===== src/rtl/pipe_stage_if.sv =====
// Stage-word handshake bundle: valid/ready plus a control field and a payload field.
// The producer uses the master modport and the consumer uses the slave modport.
interface pipe_stage_if #(
    parameter int DATA_W = 64,
    parameter int CTRL_W = 16
);
    logic              valid;
    logic              ready;
    logic [CTRL_W-1:0] ctrl;
    logic [DATA_W-1:0] data;

    modport master (output valid, output ctrl, output data, input ready);
    modport slave  (input valid, input ctrl, input data, output ready);
endinterface


===== src/rtl/pipe_stage_reg.sv =====
// Two-entry pipeline stage register (main + skid) with flush-to-bubble and a saturating stall counter.
// in_ready depends only on reset and skid occupancy, so out_ready never reaches it combinationally.
module pipe_stage_reg #(
    parameter int DATA_W     = 64,
    parameter int CTRL_W     = 16,
    parameter int CLEAR_DATA = 0,
    parameter int CNT_W      = 16
) (
    input  logic             clk,
    input  logic             rst_n,
    input  logic             flush,
    pipe_stage_if.slave      up,
    pipe_stage_if.master     dn,
    output logic [CNT_W-1:0] stall_cnt
);

    logic              vld_p1;
    logic [CTRL_W-1:0] ctrl_p1;
    logic [DATA_W-1:0] data_p1;
    logic              skid_valid;
    logic [CTRL_W-1:0] skid_ctrl;
    logic [DATA_W-1:0] skid_data;

    logic in_hs;
    logic main_load;
    logic stalled;

    function automatic logic [CNT_W-1:0] sat_inc(input logic [CNT_W-1:0] v);
        return (&v) ? v : v + CNT_W'(1);
    endfunction

    assign up.ready  = rst_n & ~skid_valid;
    assign in_hs     = up.valid & up.ready;
    assign main_load = ~vld_p1 | dn.ready;
    assign stalled   = vld_p1 & ~dn.ready;

    assign dn.valid = vld_p1;
    assign dn.ctrl  = ctrl_p1;
    assign dn.data  = data_p1;

    // Stage boundary: main register feeds the out ports, skid catches the word accepted while main is stuck.
    always_ff @(posedge clk) begin
        if (!rst_n) begin
            vld_p1     <= 1'b0;
            ctrl_p1    <= '0;
            data_p1    <= '0;
            skid_valid <= 1'b0;
            skid_ctrl  <= '0;
            skid_data  <= '0;
            stall_cnt  <= '0;
        end else if (flush) begin
            vld_p1     <= 1'b0;
            ctrl_p1    <= '0;
            skid_valid <= 1'b0;
            skid_ctrl  <= '0;
            if (CLEAR_DATA != 0) begin
                data_p1   <= '0;
                skid_data <= '0;
            end
        end else begin
            if (main_load) begin
                skid_valid <= 1'b0;
                skid_ctrl  <= '0;
                if (skid_valid) begin
                    vld_p1  <= 1'b1;
                    ctrl_p1 <= skid_ctrl;
                    data_p1 <= skid_data;
                end else if (in_hs) begin
                    vld_p1  <= 1'b1;
                    ctrl_p1 <= up.ctrl;
                    data_p1 <= up.data;
                end else begin
                    vld_p1  <= 1'b0;
                    ctrl_p1 <= '0;
                end
            end else if (in_hs) begin
                skid_valid <= 1'b1;
                skid_ctrl  <= up.ctrl;
                skid_data  <= up.data;
            end
            if (stalled) begin
                stall_cnt <= sat_inc(stall_cnt);
            end
        end
    end

endmodule

===== src/flat_wrapper.sv =====
// flat-port wrapper written by rule: the top's interface ports become plain ports
module pipe_stage_reg_flat 
#(
    parameter int DATA_W     = 64,
    parameter int CTRL_W     = 16,
    parameter int CLEAR_DATA = 0,
    parameter int CNT_W      = 16
)
  (clk, rst_n, flush, stall_cnt, up_valid, up_ctrl, up_data, up_ready, dn_valid, dn_ctrl, dn_data, dn_ready);
  pipe_stage_if #(.DATA_W(DATA_W), .CTRL_W(CTRL_W)) up_i ();
  pipe_stage_if #(.DATA_W(DATA_W), .CTRL_W(CTRL_W)) dn_i ();
  input  logic clk;
  input  logic rst_n;
  input  logic flush;
  output logic [CNT_W-1:0] stall_cnt;
  input wire logic [$bits(up_i.valid)-1:0] up_valid;
  input wire logic [$bits(up_i.ctrl)-1:0] up_ctrl;
  input wire logic [$bits(up_i.data)-1:0] up_data;
  output wire logic [$bits(up_i.ready)-1:0] up_ready;
  output wire logic [$bits(dn_i.valid)-1:0] dn_valid;
  output wire logic [$bits(dn_i.ctrl)-1:0] dn_ctrl;
  output wire logic [$bits(dn_i.data)-1:0] dn_data;
  input wire logic [$bits(dn_i.ready)-1:0] dn_ready;
  assign up_i.valid = up_valid;
  assign up_i.ctrl = up_ctrl;
  assign up_i.data = up_data;
  assign up_ready = up_i.ready;
  assign dn_valid = dn_i.valid;
  assign dn_ctrl = dn_i.ctrl;
  assign dn_data = dn_i.data;
  assign dn_i.ready = dn_ready;
  pipe_stage_reg #(.DATA_W(DATA_W), .CTRL_W(CTRL_W), .CLEAR_DATA(CLEAR_DATA), .CNT_W(CNT_W)) u_core (.clk(clk), .rst_n(rst_n), .flush(flush), .up(up_i), .dn(dn_i), .stall_cnt(stall_cnt));
endmodule

===== config.mk =====
export PLATFORM = sky130hd
export DESIGN_NAME = pipe_stage_reg_flat
export DESIGN_NICKNAME = d
export VERILOG_FILES = /design/src/rtl/pipe_stage_if.sv /design/src/rtl/pipe_stage_reg.sv /design/src/flat_wrapper.sv
export SDC_FILE = /design/constraint.sdc
export NUM_CORES = 1
export LEC_CHECK = 0
export CORE_MARGIN = 2
export CORE_UTILIZATION = 45
export CTS_BUF_LIST = sky130_fd_sc_hd__clkbuf_8
export DETAILED_ROUTE_END_ITERATION = 8
export HOLD_SLACK_MARGIN = 0.03
export PLACE_DENSITY = 0.83
export SYNTH_ARGS = -nofsm -noshare
export SYNTH_HDL_FRONTEND = slang
export SYNTH_SLANG_ARGS = --single-unit
export TNS_END_PERCENT = 10

===== constraint.sdc =====
create_clock -name clk -period 1.95 [get_ports clk]
set_input_delay 0.195 -clock clk [delete_from_list [all_inputs] [get_ports clk]]
set_output_delay 0.195 -clock clk [all_outputs]
set_load 0.01 [all_outputs]

== After elaboration in Yosys (flattened, before gate mapping) ==
Cells that the tools add are included.

* Bits in registers: 178
* Output and inout port bits: 98
* Word-level logic and storage cells: 32

* Add/subtract/negate cells: 1
* Multiplexer cells: 6
* Bitwise gates (word level): 11
* Reduce and logical (&&, ||, !) cells: 7

{| class="wikitable"
|+ Operators with widths
! cell !! number
|-
| two-way mux 64 bit || 2
|-
| two-way mux 16 bit || 2
|-
| adder 16 x 1 -> 16 bit (second input constant) || 1
|-
| AND reduction 16 bit || 1
|-
| AND reduction 3 bit || 3
|-
| NOT 1 bit || 7
|-
| bitwise AND 1 bit || 3
|-
| OR reduction 3 bit || 1
|-
| two-way mux 1 bit || 2
|-
| nonzero test 2 bit || 1
|-
| OR reduction 2 bit || 1
|-
| OR 1 bit || 1
|}

== Longest topological paths before layout ==
Gate-level depths: netlist of run 1.

* Depth in word-level cells: 5
* Gate-level depth with buffers: 7
* Depth with buffers taken out: 5

== Worst setup path before layout of run 1 ==
Ideal clock, no wire load.

* Kind: reg2reg
* Start point: register u_core.vld_p1, in the netlist u_core.dn.valid
* End point: register u_core.stall_cnt[9]
* Library setup time: 70 ps
* Arrival time: 2,004 ps
* Path slack: -124 ps
* Stages on the path, launching flop included: 6
* Period minus slack after synthesis: 2,074 ps
* Path through: dfxtp_1 or3b_4 or4_1 clkbuf_2 or4_1 a21oi_1

* Longest elaborated chain between the ends: 2

{| class="wikitable"
|+ Ends and longest elaborated chain
! item !! line !! text
|-
| from (decl) || pipe_stage_reg.sv:17 || <nowiki>logic vld_p1;</nowiki>
|-
| from (signal assigned) || pipe_stage_reg.sv:44 || <nowiki>vld_p1 <= 1'b0;</nowiki>
|-
| from (signal assigned) || pipe_stage_reg.sv:52 || <nowiki>vld_p1 <= 1'b0;</nowiki>
|-
| from (signal assigned) || pipe_stage_reg.sv:65 || <nowiki>vld_p1 <= 1'b1;</nowiki>
|-
| bitwise AND 1 bit || pipe_stage_reg.sv:35 || <nowiki>assign stalled = vld_p1 & ~dn.ready;</nowiki>
|-
| AND reduction 3 bit (no source line) || n/a ||
|-
| to (signal assigned) || pipe_stage_reg.sv:82 || <nowiki>stall_cnt <= sat_inc(stall_cnt);</nowiki>
|-
| to (decl) || pipe_stage_reg.sv:14 || <nowiki>output logic [CNT_W-1:0] stall_cnt</nowiki>
|}

Every way passes these cells.
A chain may end at the register's enable or synchronous reset.

== Worst setup path after layout of run 1 ==
Same ends and word-level chain as after synthesis.

==> results of run 1 <==
## logic make-up after synthesis
kind of cell,Yosys count,share of synthesized area
buffers and inverters,69,0.0374
XOR/XNOR,1,0.00126
flip-flops,178,0.512
AND/OR/NAND/NOR,293,0.174
multiplexers,64,0.0920
adder cells (fa/ha/maj),1,0.00180
AO/OA/AOI/OAI,207,0.182
## metrics by stage
step	hold slack [ns]	instances	total power, mW	setup WS [ns]
2_1_floorplan	0.331	813	4.11	-0.0596
3_3_place_gp	0.441	1163	4.54	-0.332
3_5_place_dp	0.446	1163	4.55	-0.334
4_1_cts	0.282	1195	7.04	0.0344
5_1_grt	0.298	1195	7.26	-0.0492
6_report	0.318	1195	6.97	0.0300
## tightest hold or removal path: stages
cell             delay (ns)
clkdlybuf4s50_1        0.41
nand2_1                0.06
a21oi_1                0.05
## sequential cells by signal, indices dropped and copies added (netlist names)
register and flops:
u_core.dn.data 64, u_core.skid_data 64, u_core.dn.ctrl 16, u_core.skid_ctrl 16, u_core.stall_cnt 16, u_core.dn.valid 1, u_core.skid_valid 1
## worst paths after layout
check | depth (start not counted) | endpoint | slack (ns)
max reg2reg | 4 | u_core.stall_cnt[9]$_SDFFE_PN0P_ | 0.03
max | 4 | u_core.stall_cnt[9]$_SDFFE_PN0P_ | 0.03
min reg2reg | 2 | u_core.skid_data[9]$_SDFFE_PN0P_ | 0.46
min | 3 | u_core.skid_data[16]$_SDFFE_PN0P_ | 0.32
## cell usage in the layout (no fill, tap or decap), drive strengths merged, types with 2 or more instances in the layout
| master | netlist | routed |
|---|---|---|
| inv | 5 | 10 |
| nor4 | 2 | 2 |
| nor3 | 4 | 4 |
| clkbuf | 56 | 19 |
| clkdlybuf4s50 | 0 | 182 |
| buf | 8 | 44 |
| bufinv | 0 | 2 |
| clkinv | 0 | 2 |
| o31ai | 3 | 3 |
| a211oi | 80 | 80 |
| a21oi | 109 | 109 |
| o21ai | 8 | 8 |
| nand2 | 165 | 165 |
| or3 | 9 | 9 |
| clkinvlp | 0 | 4 |
| nand4 | 3 | 3 |
| or4 | 4 | 4 |
| o41ai | 2 | 2 |
| mux2i | 64 | 64 |
| nand3 | 8 | 8 |
| nor2 | 87 | 87 |
| dfxtp | 178 | 178 |
| and4 | 2 | 2 |
## layer usage
metal	routed length, um	share of wire	track usage
met5	0	0	0
met4	259	0.015	0.0737
met3	942	0.054	0.0561
met2	8680	0.50	0.348
met1	7620	0.44	0.268
## report_power, final
group / internal, mW / leakage [nW] / switching (mW)
Sequential: 3.71 / 1.44 / 0.0434
Clock: 1.21 / 0.198 / 1.30
Combinational: 0.401 / 1.49 / 0.310
Total: 5.32 / 3.13 / 1.65
## timing repair
| action | CTS | global route |
|---|---|---|
| gates resized for setup | 1 | 0 |
| setup endpoints to repair | 2 | 2 |
| pin swaps | 0 | 1 |
## cell type report
class | count | area, um^2 | area share
Clock buffer | 19 | 262 | 0.0271
Inverter | 5 | 21.3 | 0.00220
Sequential cell | 178 | 3570 | 0.370
Timing Repair Buffer | 226 | 2280 | 0.236
Tap cell | 188 | 235 | 0.0244
Multi-Input combinational cell | 566 | 3160 | 0.327
Clock inverter | 13 | 135 | 0.0140
==> run_results.csv, run 1 <==
group,metric,value,unit
yosys,synth_area,6960,um^2
drt,vias,6299,
critical_path,crit_buf_inv,0,
drt,first_pass_iters,5,
yosys,synth_edf_count,0,
pwr,leakagePower,3.13,nW
layout,stdcell_area,9650,um^2
yosys,yosysMostFrequentCell,"dfxtp_1",
global_route,grt-ovfl-total,0,
clock_tree,clk_pin_slew,0.09,ns
placement,dp_hpwl,11700,um
critical_path,crit_arrival,2.29,ns
critical_path,path_class,"flop to flop",
drt,drtIter0Drc,388,
layout,nets,1080,
yosys,yosysTopAreaCell,"dfxtp_1",
sta,min_period,1.92,ns
yosys,netlist-cell-type-count,37,
critical_path,critPathMaxStageDelay,0.54,ns
sta,slew_violations,0,
placement,placed_cell_area,9250,um^2
clock_tree,numCtsBuffers,17,
pwr,power_density,722,nW/um^2
pwr,ir_worst_vdd,0.000402,V
yosys,syn_nets,899,
global_route,antenna_found_initial,0,
critical_path,cp_max_fo,5,
critical_path,end_kind,"flop",
sta,rsz0062_at_grt,"true",
yosys,synth-seq-cells,178,
sta,final.setup.tns,0,ns
placement,gp_congestion,0.846,
die,fp-row-count,45,
die,ios,183,
sta,hold_violations,0,
critical_path,cp_slowest_cell,"or4_4",
clock_tree,root_buffer,"clkbuf_8",
yosys,netlist_top_cells_count,"dfxtp_1 (178), nand2_1 (165), a21oi_1 (109), nor2_1 (87), a211oi_1 (80)",
layout,drive_gt1_frac,0.0824,
yosys,avgSynthCellArea,8.56,um^2
drt,drcViolationCount,0,
drt,viasPerCell,5.27,
yosys,synth_top_area_frac,0.512,
yosys,ys.flop_type,"dfxtp_1",
sta,setup_viol,0,
drt,detail_route.wl_per_cell,14.7,um
die,initial_core_util,0.460,
critical_path,rr_startpoint,"u_core.dn.valid$_SDFFE_PP0P_",
sta,tightest_slew,0.724,ns
yosys,yosys_warnings,0,
clock_tree,ctsHoldBuffers,0,
die,chipWidth,128,um
hold_path,hold_start,"up_data[16]",
yosys,ys_seq_area_frac,0.512,
die,core_area,15100,um^2
placement,portBuffers,182,
layout,final_util,0.637,
die,die_area,16500,um^2
yosys,yosys-top-cells-area,"dfxtp_1 (51%), mux2i_1 (9.2%), nand2_1 (8.9%), a211oi_1 (8.6%), a21oi_1 (7.8%)",
global_route,grt_pass1_wl,27900,um
critical_path,worstPathCellList,"or3b_4 -> or4_4 -> or4_1 -> a21oi_1",
critical_path,start_kind,"flop",
clock_tree,tritoncts,"built",
run,maxCapViolCount,0,
yosys,synthArstFlopShare,0,
sta,fin_skew,0.0116,ns
clock_tree,clockBufferDepth,2,
drt,routed_wl,17500,um
clock_tree,cts_sinks,178,
layout,fillers,1229,
clock_tree,clkLatencyLatePin,0.44,ns
die,dieHeight,128,um
sta,period_share,0.985,
sta,fmax,521,MHz
critical_path,cp.required,2.32,ns
hold_path,hp-class,"input pin to flop",
global_route,grt_pass1_vias,5741,
global_route,grt.total_usage,0.211,
global_route,grt_max_degree,143,
clock_tree,cts_htree_levels,4,
layout,diodes,0,
drt,antenna_left,0,
critical_path,critPathTopFamily,"simple AND/OR/NAND/NOR gates",
clock_tree,post_cts_buffers,0,
layout,syn2layout_area_growth,38.7,%
sta,slew_headroom,0.517,
yosys,netlist_instances,813,
critical_path,crit_path_start,"u_core.dn.valid$_SDFFE_PP0P_",
run_status,status,"completed",
(Power assumes the default switching activity.)
==> run 2, diff against run 1 <==
--- a/config.mk
+++ b/config.mk
@@ -5,12 +5,14 @@
 export SDC_FILE = /design/constraint.sdc
 export NUM_CORES = 1
 export LEC_CHECK = 0
+export CORE_ASPECT_RATIO = 1.1
 export CORE_MARGIN = 2
 export CORE_UTILIZATION = 45
 export CTS_BUF_LIST = sky130_fd_sc_hd__clkbuf_8
 export DETAILED_ROUTE_END_ITERATION = 8
 export HOLD_SLACK_MARGIN = 0.03
 export PLACE_DENSITY = 0.83
+export SLEW_MARGIN = 10
 export SYNTH_ARGS = -nofsm -noshare
 export SYNTH_HDL_FRONTEND = slang
 export SYNTH_SLANG_ARGS = --single-unit
==> run 2 against run 1 <==
Compared with the run above: sequential power about the same; worst setup slack got worse by 0.017 ns; worst hold slack got worse by 0.020 ns; final area about the same; flip-flop and latch count unchanged; via count decreased by 0.33%; critical path type unchanged; largest power group unchanged.
==> run_results.csv, run 2 (synthesis results as in run 1) <==
group,metric,value,unit
sta,period_share,0.994,
critical_path,cp_max_fo,5,
drt,first_pass_iters,4,
die,chipWidth,123,um
sta,slew_headroom,0.576,
critical_path,end_kind,"flop",
clock_tree,clkLatencyLatePin,0.46,ns
hold_path,hp-class,"input pin to flop",
layout,drive_gt1_frac,0.0837,
critical_path,path_class,"flop to flop",
sta,min_period,1.94,ns
die,dieHeight,134,um
placement,gp_congestion,0.863,
die,initial_core_util,0.461,
layout,stdcell_count,1200,
sta,rsz0062_at_grt,"true",
layout,nets,1077,
placement,placed_cells_incl_taps,1168,
critical_path,crit_top_cell,"or4_4",
critical_path,critPathMaxStageDelay,0.55,ns
sta,setup_viol,0,
layout,multi_input_area,3170,um^2
layout,diodes,0,
critical_path,crit_arrival,2.33,ns
critical_path,start_kind,"flop",
drt,routed_wl,17600,um
sta,fmax,516,MHz
die,ios,183,
drt,viasPerCell,5.23,
pwr,ir_worst_vdd,0.000386,V
clock_tree,ctsHoldBuffers,0,
layout,seq_area,3570,um^2
drt,detail_route.wl_per_cell,14.7,um
clock_tree,post_cts_buffers,0,
drt,drtIter0Drc,449,
layout,syn2layout_area_growth,38.8,%
die,core_area,15100,um^2
drt,antenna_left,0,
layout,stdcell_area,9660,um^2
layout,final_cell_mix,"clkdlybuf4s50_1 (182), dfxtp_1 (176), nand2_1 (164), a21oi_1 (109), nor2_1 (86)",
global_route,antenna_found_initial,0,
die,fp-row-count,47,
pwr,power_density,731,nW/um^2
layout,layout_commonest_cell,"clkdlybuf4s50_1",
clock_tree,cts_htree_levels,4,
run_status,status,"completed",
global_route,grt_max_degree,143,
clock_tree,numCtsBuffers,17,
pwr,leakagePower,3.12,nW
global_route,grt-ovfl-total,0,
layout,fillers,1270,
critical_path,worstPathCellList,"or3b_4 -> or4_4 -> or4_4 -> a21oi_1",
drt,vias,6278,
sta,slew_violations,0,
clock_tree,cts_sinks,178,
global_route,grt.total_usage,0.219,
drt,drcViolationCount,0,
critical_path,cp_slowest_cell,"or4_4",
clock_tree,tritoncts,"built",
sta,fin_skew,0.0106,ns
run,maxCapViolCount,0,
critical_path,cp.required,2.34,ns
clock_tree,clk_pin_slew,0.10,ns
sta,hold_ws,0.298,ns
placement,portBuffers,182,
pwr,finalPower,7.07,mW
placement,placed_cell_area,9240,um^2
clock_tree,clockBufferDepth,2,
placement,dp_hpwl,11800,um
die,die_area,16500,um^2
global_route,grt_pass1_wl,28700,um
sta,tightest_slew,0.636,ns
clock_tree,root_buffer,"clkbuf_8",
sta,hold_violations,0,
global_route,grt_pass1_vias,5901,
[run 2: cell types whose count changed in the layout (fill, tap and decap cells not counted), moves of 2 or more]
cell and change:
buf_4 -3, inv_6 +3, clkbuf_8 -2, clkinv_4 +2
clkinvlp_4 -2, inv_1 -2, inv_8 +2
[run 2: cell type report]
cell class,count,area share
Clock buffer,17,0.0242
Inverter,5,0.00220
Clock inverter,15,0.0179
Sequential cell,178,0.369
Multi-Input combinational cell,566,0.328
Timing Repair Buffer,223,0.233
Tap cell,196,0.0254
[run 2: power by group]
| group | internal [mW] | switching (mW) |
|---|---|---|
| clock | 1.18 | 1.42 |
| sequential | 3.71 | 0.0432 |
| combinational | 0.400 | 0.312 |
[run 2: what timing repair did]
| action | in CTS | in global routing |
|---|---|---|
| resized for setup | 1 | 3 |
| endpoints found under the setup margin | 3 | 6 |
| pin swaps | 0 | 1 |
[run 2: through the flow]
stage / setup TNS, ns / worst slack (ns) / utilization
detailed placement: -2.07 / -0.359 / 0.611
finish: 0 / 0.0125 / 0.639
global route: -0.104 / -0.0421 / 0.639
CTS: 0 / 0.0106 / 0.639
global placement: -1.58 / -0.333 / 0.611
floorplan: -0.0676 / -0.0596 / -
[run 2: final timing paths]
check,cells past startpoint,slack [ns],to,startpoint
worst max-delay path,4,0.01,u_core.stall_cnt[9]$_SDFFE_PN0P_,u_core.dn.valid$_SDFFE_PP0P_
worst min-delay path,3,0.30,u_core.skid_data[40]$_SDFFE_PN0P_,up_data[40]
worst max register to register,4,0.01,u_core.stall_cnt[9]$_SDFFE_PN0P_,u_core.dn.valid$_SDFFE_PP0P_
worst min register to register,2,0.46,u_core.skid_data[26]$_SDFFE_PN0P_,u_core.skid_data[26]$_SDFFE_PN0P_
[run 2: per-layer routing]
| layer | vias to the layer above | share of wire | wire length [um] | global-route usage |
|---|---|---|---|---|
| li1 | 3193 | - | - | - |
| met1 | 2927 | 0.44 | 7770 | 0.277 |
| met2 | 143 | 0.50 | 8850 | 0.368 |
| met3 | 15 | 0.041 | 728 | 0.0497 |
| met4 | 0 | 0.013 | 235 | 0.0722 |
| met5 | - | 0 | 0 | 0 |
[run 2: worst max-delay path: cells and delay by family, from the launching register on]
kind / cells / cell delay (ns)
AOI/OAI and AO/OA: 1 / 0.12
and+or+nand+nor: 3 / 1.42
DFF: 1 / 0.34
